===== src/rtl/scv_audio_out.sv =====
// scv_audio_out: APU PCM low-pass, 48 kHz decimation, DC blocker.
// Emits a signed 16-bit sample with a one-cycle valid strobe.
module scv_audio_out #(
  parameter int OUT_MUL  = 22,
  parameter int OUT_DIV  = 13125,
  parameter int LP_SHIFT = 4,
  parameter int DC_EN    = 1,
  parameter int DC_SHIFT = 10
) (
  input  logic        CLK,
  input  logic        RESB,
  input  logic        AUD_CE,
  input  logic [8:0]  PCM_IN,
  input  logic        MUTE,
  output logic [15:0] SAMPLE,
  output logic        SAMPLE_VALID
);

  localparam logic [14:0] MUL = 15'(OUT_MUL);
  localparam logic [14:0] DIV = 15'(OUT_DIV);

  logic        [14:0] acc_q, acc_d, accn;
  logic               strobe;
  logic signed [17:0] lp_q, lp_d;
  logic signed [9:0]  x;
  logic signed [18:0] xs, lpe, diff, step;
  logic signed [15:0] s_reg_q, s_reg_d;
  logic signed [15:0] s_prev_q, s_prev_d;
  logic signed [15:0] hp_q, hp_d, hp_sh;
  logic signed [15:0] sample_q, sample_d;
  logic signed [15:0] dc_out, out_val;
  logic signed [17:0] h;
  logic               v1_q, v1_d;
  logic               valid_q, valid_d;

  function automatic logic signed [15:0] sat16(
    input logic signed [17:0] v
  );
    if (v > 18'sd32767)
      return 16'sh7fff;
    else if (v < -18'sd32768)
      return 16'sh8000;
    else
      return v[15:0];
  endfunction

  // Input low-pass and fractional output-rate accumulator.
  always_comb begin
    x      = $signed({1'b0, PCM_IN}) - 10'sd256;
    xs     = $signed({x[9], x, 8'h00});
    lpe    = $signed({lp_q[17], lp_q});
    diff   = xs - lpe;
    step   = diff >>> LP_SHIFT;
    lp_d   = AUD_CE ? lp_q + $signed(step[17:0]) : lp_q;
    accn   = acc_q + MUL;
    strobe = (accn >= DIV);
    acc_d  = strobe ? accn - DIV : accn;
  end

  // Capture and DC-block stages; lp is sampled before its own update.
  always_comb begin
    s_reg_d  = strobe ? lp_q[16:1] : s_reg_q;
    v1_d     = strobe;
    hp_sh    = hp_q >>> DC_SHIFT;
    h        = 18'(s_reg_q) - 18'(s_prev_q)
             + 18'(hp_q) - 18'(hp_sh);
    dc_out   = sat16(h);
    out_val  = (DC_EN != 0) ? dc_out : s_reg_q;
    hp_d     = hp_q;
    s_prev_d = s_prev_q;
    if (DC_EN != 0 && v1_q) begin
      hp_d     = dc_out;
      s_prev_d = s_reg_q;
    end
    sample_d = sample_q;
    if (v1_q)
      sample_d = MUTE ? 16'sd0 : out_val;
    valid_d  = v1_q;
  end

  // State registers.
  always_ff @(posedge CLK or negedge RESB) begin
    if (!RESB) begin
      acc_q    <= '0;
      lp_q     <= '0;
      s_reg_q  <= '0;
      s_prev_q <= '0;
      hp_q     <= '0;
      v1_q     <= 1'b0;
      sample_q <= '0;
      valid_q  <= 1'b0;
    end else begin
      acc_q    <= acc_d;
      lp_q     <= lp_d;
      s_reg_q  <= s_reg_d;
      s_prev_q <= s_prev_d;
      hp_q     <= hp_d;
      v1_q     <= v1_d;
      sample_q <= sample_d;
      valid_q  <= valid_d;
    end
  end

  assign SAMPLE       = sample_q;
  assign SAMPLE_VALID = valid_q;

endmodule


===== config.mk =====
export PLATFORM = sky130hd
export DESIGN_NAME = scv_audio_out
export DESIGN_NICKNAME = d
export VERILOG_FILES = /design/src/rtl/scv_audio_out.sv
export SDC_FILE = /design/constraint.sdc
export NUM_CORES = 1
export LEC_CHECK = 0
export CORE_ASPECT_RATIO = 1.2
export CORE_UTILIZATION = 56
export CTS_BUF_LIST = sky130_fd_sc_hd__clkbuf_4 sky130_fd_sc_hd__clkbuf_8 sky130_fd_sc_hd__clkbuf_16
export DETAILED_ROUTE_END_ITERATION = 8
export GPL_ROUTABILITY_DRIVEN = 0
export PLACE_DENSITY = 0.74
export SLEW_MARGIN = 20
export SYNTH_ARGS = -nofsm -noshare
export SYNTH_HDL_FRONTEND = slang
export SYNTH_SLANG_ARGS = --single-unit

===== constraint.sdc =====
create_clock -name CLK -period 3.5 [get_ports CLK]
set_input_delay 0.35 -clock CLK [delete_from_list [all_inputs] [get_ports CLK]]
set_output_delay 0.35 -clock CLK [all_outputs]
set_load 0.02 [all_outputs]

Word-level counts from Yosys, hierarchy flattened
Index checks and enable logic that the tools add are counted.
Storage, ports and cells
  memories kept: 0
  memory bits (read-only): 0
  memory bits (writable): 0
  input port bits: 13
  register bits after elaboration: 99
  logic and storage cells: 23
  bits in latches: 0
Cells by class
  div/mod/pow operators: 0
  order comparisons: 3
  reduce and logical (&&, ||, !) cells: 0
  multiply operators: 0
  add/subtract/negate cells: 8
  shift-type cells: 0
  equal/unequal tests: 0
  muxes and demuxes: 4
  bitwise logic cells: 0
Operators with widths (count)
  $mux W16: 3
  $sub A18 B18 Y19: 1
  $add A17 B16 Y18: 1
  $add A18 B15 Y18: 1
  $gt A18 B16 Y1 const B: 1
  $lt A18 B16 Y1 const B: 1
  $sub A18 B6 Y18: 1
  $sub A16 B16 Y17: 1
  $add A15 B5 Y15 const B: 1
  $ge A15 B14 Y1 const B: 1
  $mux W15: 1
  $sub A15 B14 Y15 const B: 1
  $sub A9 B9 Y10 const B: 1

Longest topological paths before layout
Gate-level depths: netlist (run 1).
  word-level depth: 7
  depth in mapped cells: 18

Worst setup path after synthesis (run 1)
No wires, ideal clock.
  kind: reg2reg
  from: register hp_q[15]
  to: register hp_q[8]
  library setup time: 0.077 ns
  period minus slack after synthesis: 3.806 ns
  path buffers: 2
  slack: -0.306 ns
  arrival: 3.728 ns
  cell stages (with the launch flop): 15
  path through: dfrtp_1 -> fa_1 -> fa_1 -> inv_1 -> ha_1 -> a21o_1 -> a221oi_2 -> nor2b_1 -> a311o_1 -> a311oi_1 -> a21o_1 -> buf_4 -> buf_4 -> nand2_1 -> a21oi_1
On the way
  longest elaborated chain between the ends: 5
  elaborated cells between the ends (all ways): 6
  classes of those cells: add/sub (2); order compare (2); mux (2)
Ends and longest elaborated chain
  from (decl): RTL line 29  | logic signed [15:0] hp_q, hp_d, hp_sh;
  from (signal assigned): RTL line 97  | hp_q <= hp_d;
  $add A17 B16 Y18: RTL line 66  | + 18'(hp_q) - 18'(hp_sh);
  $sub A18 B6 Y18 (*): RTL line 66
  $lt A18 B16 Y1: RTL line 41  | else if (v < -18'sd32768)
  $mux W16: RTL line 41
  $mux W16 (*): RTL line 39  | if (v > 18'sd32767)
Every way passes the cells marked *; elsewhere a longest branch is shown, timed or not.
A chain may end at the register's enable or synchronous reset.

Worst setup path after layout (run 1)
  from: register hp_q[15]
  to: register hp_q[14]
Same word-level chain as after synthesis.

==> flow_metrics.tcl, run 1 <==
set metrics [dict create \
    overflow 0 \
    comb_power_share 0.664 \
    crit_fanout 12 \
    hold_viol 0 \
    maxCapViolations 0 \
    ant_nets 0 \
    synth_area_sq_mm 0.00745 \
    dp_slack_ns -0.450 \
    fin_nets 1054 \
    leakagePower_nw 4.62 \
    syn-instance-count 789 \
    synth-async-reset-ratio 1.00 \
    p_seq_frac 0.187 \
    cpMaxStageDelayCell "fa_2" \
    die_x_um 107 \
    power.share.switching 0.402 \
    period_needed_ns 3.88 \
    clock_latency_ns 0.36 \
    vias_per_cell 5.99 \
    cp-end-kind "register" \
    slew_headroom 0.432 \
    worstMarginPinSlew_ns 0.848 \
    fin_worst_skew_ns 0.00874 \
    drt_iter0_drc 409 \
    startpoint_type "register" \
    ys.flop_type "dfrtp_1" \
    synth-seq-area-share 0.333 \
    p_sw_mw 2.91 \
    initial_core_util 0.580 \
    avgSynthCellArea_sq_um 9.44 \
    grt_max_degree 84 \
    synth_largest_area_cell "dfrtp_1" \
    layout_commonest_cell "buf_4" \
    syn-num-nets 886 \
    core_area_sq_mm 0.0128 \
    avgRoutedWirePerCell_um 19.5 \
    setup_tns_ns -10.64 \
    cp_cell_sequence "buf_12 -> fa_2 -> fa_1 -> inv_1 -> ha_4 -> and3_4 -> a221oi_2 -> nor2b_1 -> a311o_1 -> a311oi_2 -> a21o_2 -> buf_12 -> nand2_1 -> a21oi_4" \
    final_cell_mix "buf_4 (136), dfrtp_1 (98), inv_1 (94)" \
    fp.dieH_um 128 \
    synth_enable_flop_cells 0 \
    wl_um 21900 \
    slowest_delay_ns 0.57 \
    hold_class "in -> async" \
    timing.hold.ws_ns 0.0239 \
    cts_sinks 99 \
    fmax_ghz 0.258 \
    drt-pass1-iter-count 5 \
    p_per_area_mw_per_mm2 706 \
    status "finished, violations left" \
    crit_family "compound AO/OA/AOI/OAI gates" \
    clk_pin_slew_ns 0.07 \
    grt_pass1_wl_um 32400 \
    diodes 0 \
    num_io_pins 30 \
    yosysTopAreaCellShare 0.333 \
    cts_buffer_depth 2 \
    cp_common_cell "buf_12" \
    hold_buffers 0 \
    htree_levels 3 \
    setup-violations-final 35 \
    total_power_mw 7.23 \
    syn_to_final_growth_pct 37.5 \
    yosys_register_bits 99 \
    synth_cell_type_count 76 \
    vias 6748 \
    drv_slew 0 \
    worst_slack_ns -0.380 \
    multi_input_area_sq_mm 0.00530 \
    grt_pass1_vias 6904 \
    dieArea_sq_mm 0.0138 \
    violations "setup timing" \
    synth_area_leaders "dfrtp_1 (33%), fa_1 (9.1%), ha_1 (8.4%), inv_1 (5.1%), xnor2_1 (4.6%)" \
    regArea_sq_mm 0.00248 \
    clock_power_share 0.150 \
    critical_path_class "reg -> reg" \
    vdd_ir_drop_max_mv 0.805 \
    p_int_mw 4.32 \
    clockRootBuffer "clkbuf_16" \
    drc 0 \
    cts_tree "built" \
    cts_buffers 9 \
    post-route-period-util 1.11 \
    final_layout_size_suffix_gt1_frac 0.366 \
    track_usage 0.300 \
    fillerInstances 751 \
    cp.required_ns 3.79 \
    fp-row-count 45 \
    yosys_warnings 0 \
    cp.buffers_inverters 3 \
    critPathArrivalTime_ns 4.17 \
    dp.final_hpwl_um 13400 \
    port_buffers 29 \
    antenna_found_initial 0 \
    rsz0062_at_grt "yes" \
]
## worst paths after layout
path / start / to / slack (ns) / cells past startpoint
worst max register to register: hp_q[15] / hp_q[14] / -0.38 / 14
min in group CLK: lp_q[17] / lp_q[17] / 0.48 / 1
max in group asynchronous: RESB / hp_q[0] / 2.77 / 2
worst min register to register: lp_q[17] / lp_q[17] / 0.48 / 1
worst min-delay path: RESB / SAMPLE[15] / 0.02 / 1
worst max-delay path: hp_q[15] / hp_q[14] / -0.38 / 14
## power by group through the flow
stage / clock network, mW / logic, mW / registers, mW
after floorplan: 0 / 2.20 / 1.37
after global placement: 0 / 3.34 / 1.35
after detailed placement: 0 / 3.48 / 1.36
after CTS: 1.08 / 3.92 / 1.34
after global routing: 1.13 / 5.13 / 1.36
final: 1.08 / 4.80 / 1.35
## cell type report
class,instances,share of cell area
sequential,99,0.242
clock buffer,11,0.0247
inverter,101,0.0370
timing repair buffer,183,0.153
multi-input combinational,563,0.517
tap,164,0.0200
clock inverter,5,0.00575
## metrics by stage
stage | util | cell area (sq um) | std cells
6_report | 0.797 | 10200 | 1126
5_1_grt | 0.797 | 10200 | 1126
4_1_cts | 0.748 | 9600 | 1112
3_5_place_dp | 0.685 | 8800 | 1072
3_3_place_gp | 0.685 | 8800 | 1072
2_1_floorplan | - | 7560 | 789
## worst reg2reg max path: stages (launching register included)
cell	delay (ns)
dfrtp_4	0.50
buf_12	0.15
fa_2	0.58
fa_1	0.42
inv_1	0.11
ha_4	0.21
and3_4	0.19
a221oi_2	0.28
nor2b_1	0.11
a311o_1	0.32
a311oi_2	0.28
a21o_2	0.25
buf_12	0.16
nand2_1	0.12
a21oi_4	0.16
## per-layer routing
metal	global-route usage	share of wire
met1	0.360	0.39
met2	0.530	0.52
met3	0.0402	0.046
met4	0.147	0.044
met5	0	0
## cells in the mapped netlist, drive strengths merged (6+ instances only)
library cell  number
clkbuf             7
nand2b            18
o211ai             8
mux2              27
and3               7
xor2              16
nor3              16
a21oi             41
nand2             51
o22ai             12
nor2              54
o21ai             39
mux2i              7
fa                34
and2               6
buf               19
nand3             34
ha                50
a211oi             7
a21o              14
nor2b             11
inv              101
xnor2             40
dfrtp             99
o21a               7
## registers in the layout, summed over array words and instances (netlist names)
name and flops:
SAMPLE_VALID 1, acc_q 15, s_reg_q 16, v1_q 1, hp_q 16, SAMPLE 16, lp_q 18, s_prev_q 16
## repair_timing
| action | CTS | global route |
|---|---|---|
| setup endpoints to repair | 38 | 41 |
| pin swaps | 30 | 76 |
| hold endpoints to repair | 0 | 0 |
| cloned | 2 | 1 |
| setup buffers | 22 | 17 |
| gates resized for setup | 67 | 110 |
## logic make-up after synthesis
family / after synthesis / synth area share
and+or+nand+nor: 218 / 0.148
buffers and inverters: 127 / 0.0694
muxes: 34 / 0.0502
adders and majority gates: 84 / 0.175
xor gates and xnor gates: 56 / 0.0679
AOI/OAI and AO/OA: 171 / 0.157
DFF: 99 / 0.333
(Power assumes the default switching activity.)
==> inputs of run 2 (changes only) <==
- CORE_UTILIZATION: 56 -> 39
- PLACE_DENSITY: 0.74 -> 0.54
- SETUP_SLACK_MARGIN: unset -> 0.4
==> run 2 against run 1 <==
  * The flow still finishes with violations (setup timing)
  * Sequential share of layout area is 0.96 points lower
  * Fmax is 2.2% higher
  * Via count is 6.6% lower
  * First-iteration DRC count is 31% lower
  * Sequential power hardly changed
  * Final area is 4.0% higher
  * Die area is 43% higher
  * Sequential cell count stayed put
  * Worst hold slack better by 0.063 ns
  * Wire length is 12% lower
==> flow_metrics.tcl, run 2 (synthesis results as in run 1) <==
set metrics [dict create \
    initial_core_util 0.396 \
    drt_iter0_drc 281 \
    fillerInstances 1630 \
    final_cell_mix "buf_4 (152), dfrtp_1 (98), inv_1 (94)" \
    vias_per_cell 5.07 \
    cts_buffers 9 \
    worst_slack_ns -0.297 \
    grt_pass1_wl_um 31400 \
    multi_input_area_sq_mm 0.00538 \
    regMostFlops "lp_q" \
    htree_levels 3 \
    port_buffers 29 \
    core_area_sq_mm 0.0188 \
    grt_pass1_vias 6594 \
    track_usage 0.202 \
    timing.hold.ws_ns 0.0866 \
    grt_max_degree 60 \
    drt-pass1-iter-count 4 \
    fin_worst_skew_ns 0.0103 \
    regArea_sq_mm 0.00248 \
    antenna_found_initial 0 \
    startpoint_type "register" \
    cp.required_ns 3.78 \
    dp_slack_ns -0.572 \
    clock_power_share 0.146 \
    fmax_ghz 0.263 \
    rsz0062_at_grt "yes" \
    drv_slew 0 \
    num_io_pins 30 \
    ff2ff_path_depth 15 \
    fp.dieH_um 153 \
    critical_path_class "reg -> reg" \
    syn_to_final_growth_pct 43.0 \
    hold_viol 0 \
    leakagePower_nw 4.79 \
    hold_buffers 0 \
    cts_tree "built" \
    power.share.switching 0.382 \
    fp-row-count 55 \
    status "finished, violations left" \
    p_int_mw 4.46 \
    timing.rr.end "hp_q[4]" \
    finalNonFillerCells 1242 \
    maxCapViolations 0 \
    slew_headroom 0.454 \
    violations "setup timing" \
    post-route-period-util 1.08 \
    cp-end-kind "register" \
    reg2reg_from "hp_q[15]" \
    cts_buffer_depth 2 \
    avgRoutedWirePerCell_um 15.5 \
    cts_sinks 99 \
    drc 0 \
    vias 6302 \
    clk_pin_slew_ns 0.07 \
    clockRootBuffer "clkbuf_16" \
    comb_power_share 0.667 \
    dieArea_sq_mm 0.0197 \
    final_layout_size_suffix_gt1_frac 0.389 \
    dp.final_hpwl_um 13700 \
    ant_nets 0 \
    critPathArrivalTime_ns 4.08 \
    clock_latency_ns 0.36 \
    wl_um 19200 \
    p_per_area_mw_per_mm2 678 \
    die_x_um 128 \
    vdd_ir_drop_max_mv 0.534 \
    diodes 0 \
    largest_reg_flops 18 \
    period_needed_ns 3.80 \
    placed_cells 1179 \
    layout_commonest_cell "buf_4" \
    p_sw_mw 2.76 \
    fin_nets 1078 \
    p_seq_frac 0.187 \
    crit_fanout 7 \
    worstMarginPinSlew_ns 0.819 \
    overflow 0 \
    hold_class "in -> async" \
    setup-violations-final 32 \
    r2r_slack_ns -0.30 \
]
run 2: worst max-delay path by stage:
stage	from	depth (start not counted)	to	slack [ns]
floorplan	s_reg_q[0]	17	hp_q[8]	-0.06
global placement	PCM_IN[1]	17	lp_q[15]	-0.52
detailed placement	PCM_IN[1]	17	lp_q[15]	-0.57
CTS	s_prev_q[0]	18	hp_q[14]	-0.27
global route	s_prev_q[0]	18	hp_q[9]	-0.45
finish	hp_q[15]	15	hp_q[4]	-0.30
run 2: routing by layer:
| layer | vias to the layer above | track usage | routed length [um] |
|---|---|---|---|
| met4 | 0 | 0.0672 | 487 |
| met2 | 82 | 0.370 | 10100 |
| li1 | 3094 | - | - |
| met3 | 30 | 0.0235 | 356 |
| met1 | 3096 | 0.242 | 8280 |
| met5 | - | 0 | 0 |
run 2: what timing repair did:
item,4_1_cts,5_1_grt
hold endpoints to repair,0,0
cloned,2,2
endpoints found under the setup margin,45,68
setup buffers,24,19
gates resized for setup,70,107
pin swaps,57,76
run 2: power by group through the flow:
stage / combinational [mW] / sequential, mW / clock, mW
final: 4.82 / 1.35 / 1.05
after detailed placement: 3.66 / 1.36 / 0
after floorplan: 2.32 / 1.37 / 0
after global placement: 3.60 / 1.36 / 0
after global routing: 5.23 / 1.36 / 1.13
after CTS: 4.25 / 1.35 / 1.09
run 2: cell type report:
type,instances,share of cell area
inverter,101,0.0356
tap,256,0.0301
clock inverter,6,0.00693
sequential,99,0.233
multi-input combinational,564,0.505
timing repair buffer,206,0.167
clock buffer,10,0.0219
run 2: metrics by stage:
stage / total power [mW] / TNS (ns) / utilization / area (sq um)
4_1_cts: 6.69 / -7.14 / 0.529 / 9940
5_1_grt: 7.72 / -12.96 / 0.567 / 10600
6_report: 7.22 / -7.44 / 0.567 / 10600
3_5_place_dp: 5.03 / -15.59 / 0.485 / 9110
3_3_place_gp: 4.96 / -13.31 / 0.485 / 9110
2_1_floorplan: 3.70 / -1.11 / - / 7650
run 2: worst max-delay path: stages (launching register included):
cell and delay (ns):
dfrtp_2 0.45, buf_12 0.14, fa_1 0.45, fa_1 0.50, inv_2 0.05, ha_4 0.24, a21o_1 0.20, a221oi_2 0.32
nor2b_1 0.10, a311o_1 0.32, a311oi_2 0.28, a21o_4 0.22, buf_6 0.11, buf_12 0.11, nand2_1 0.07, a21oi_1 0.16
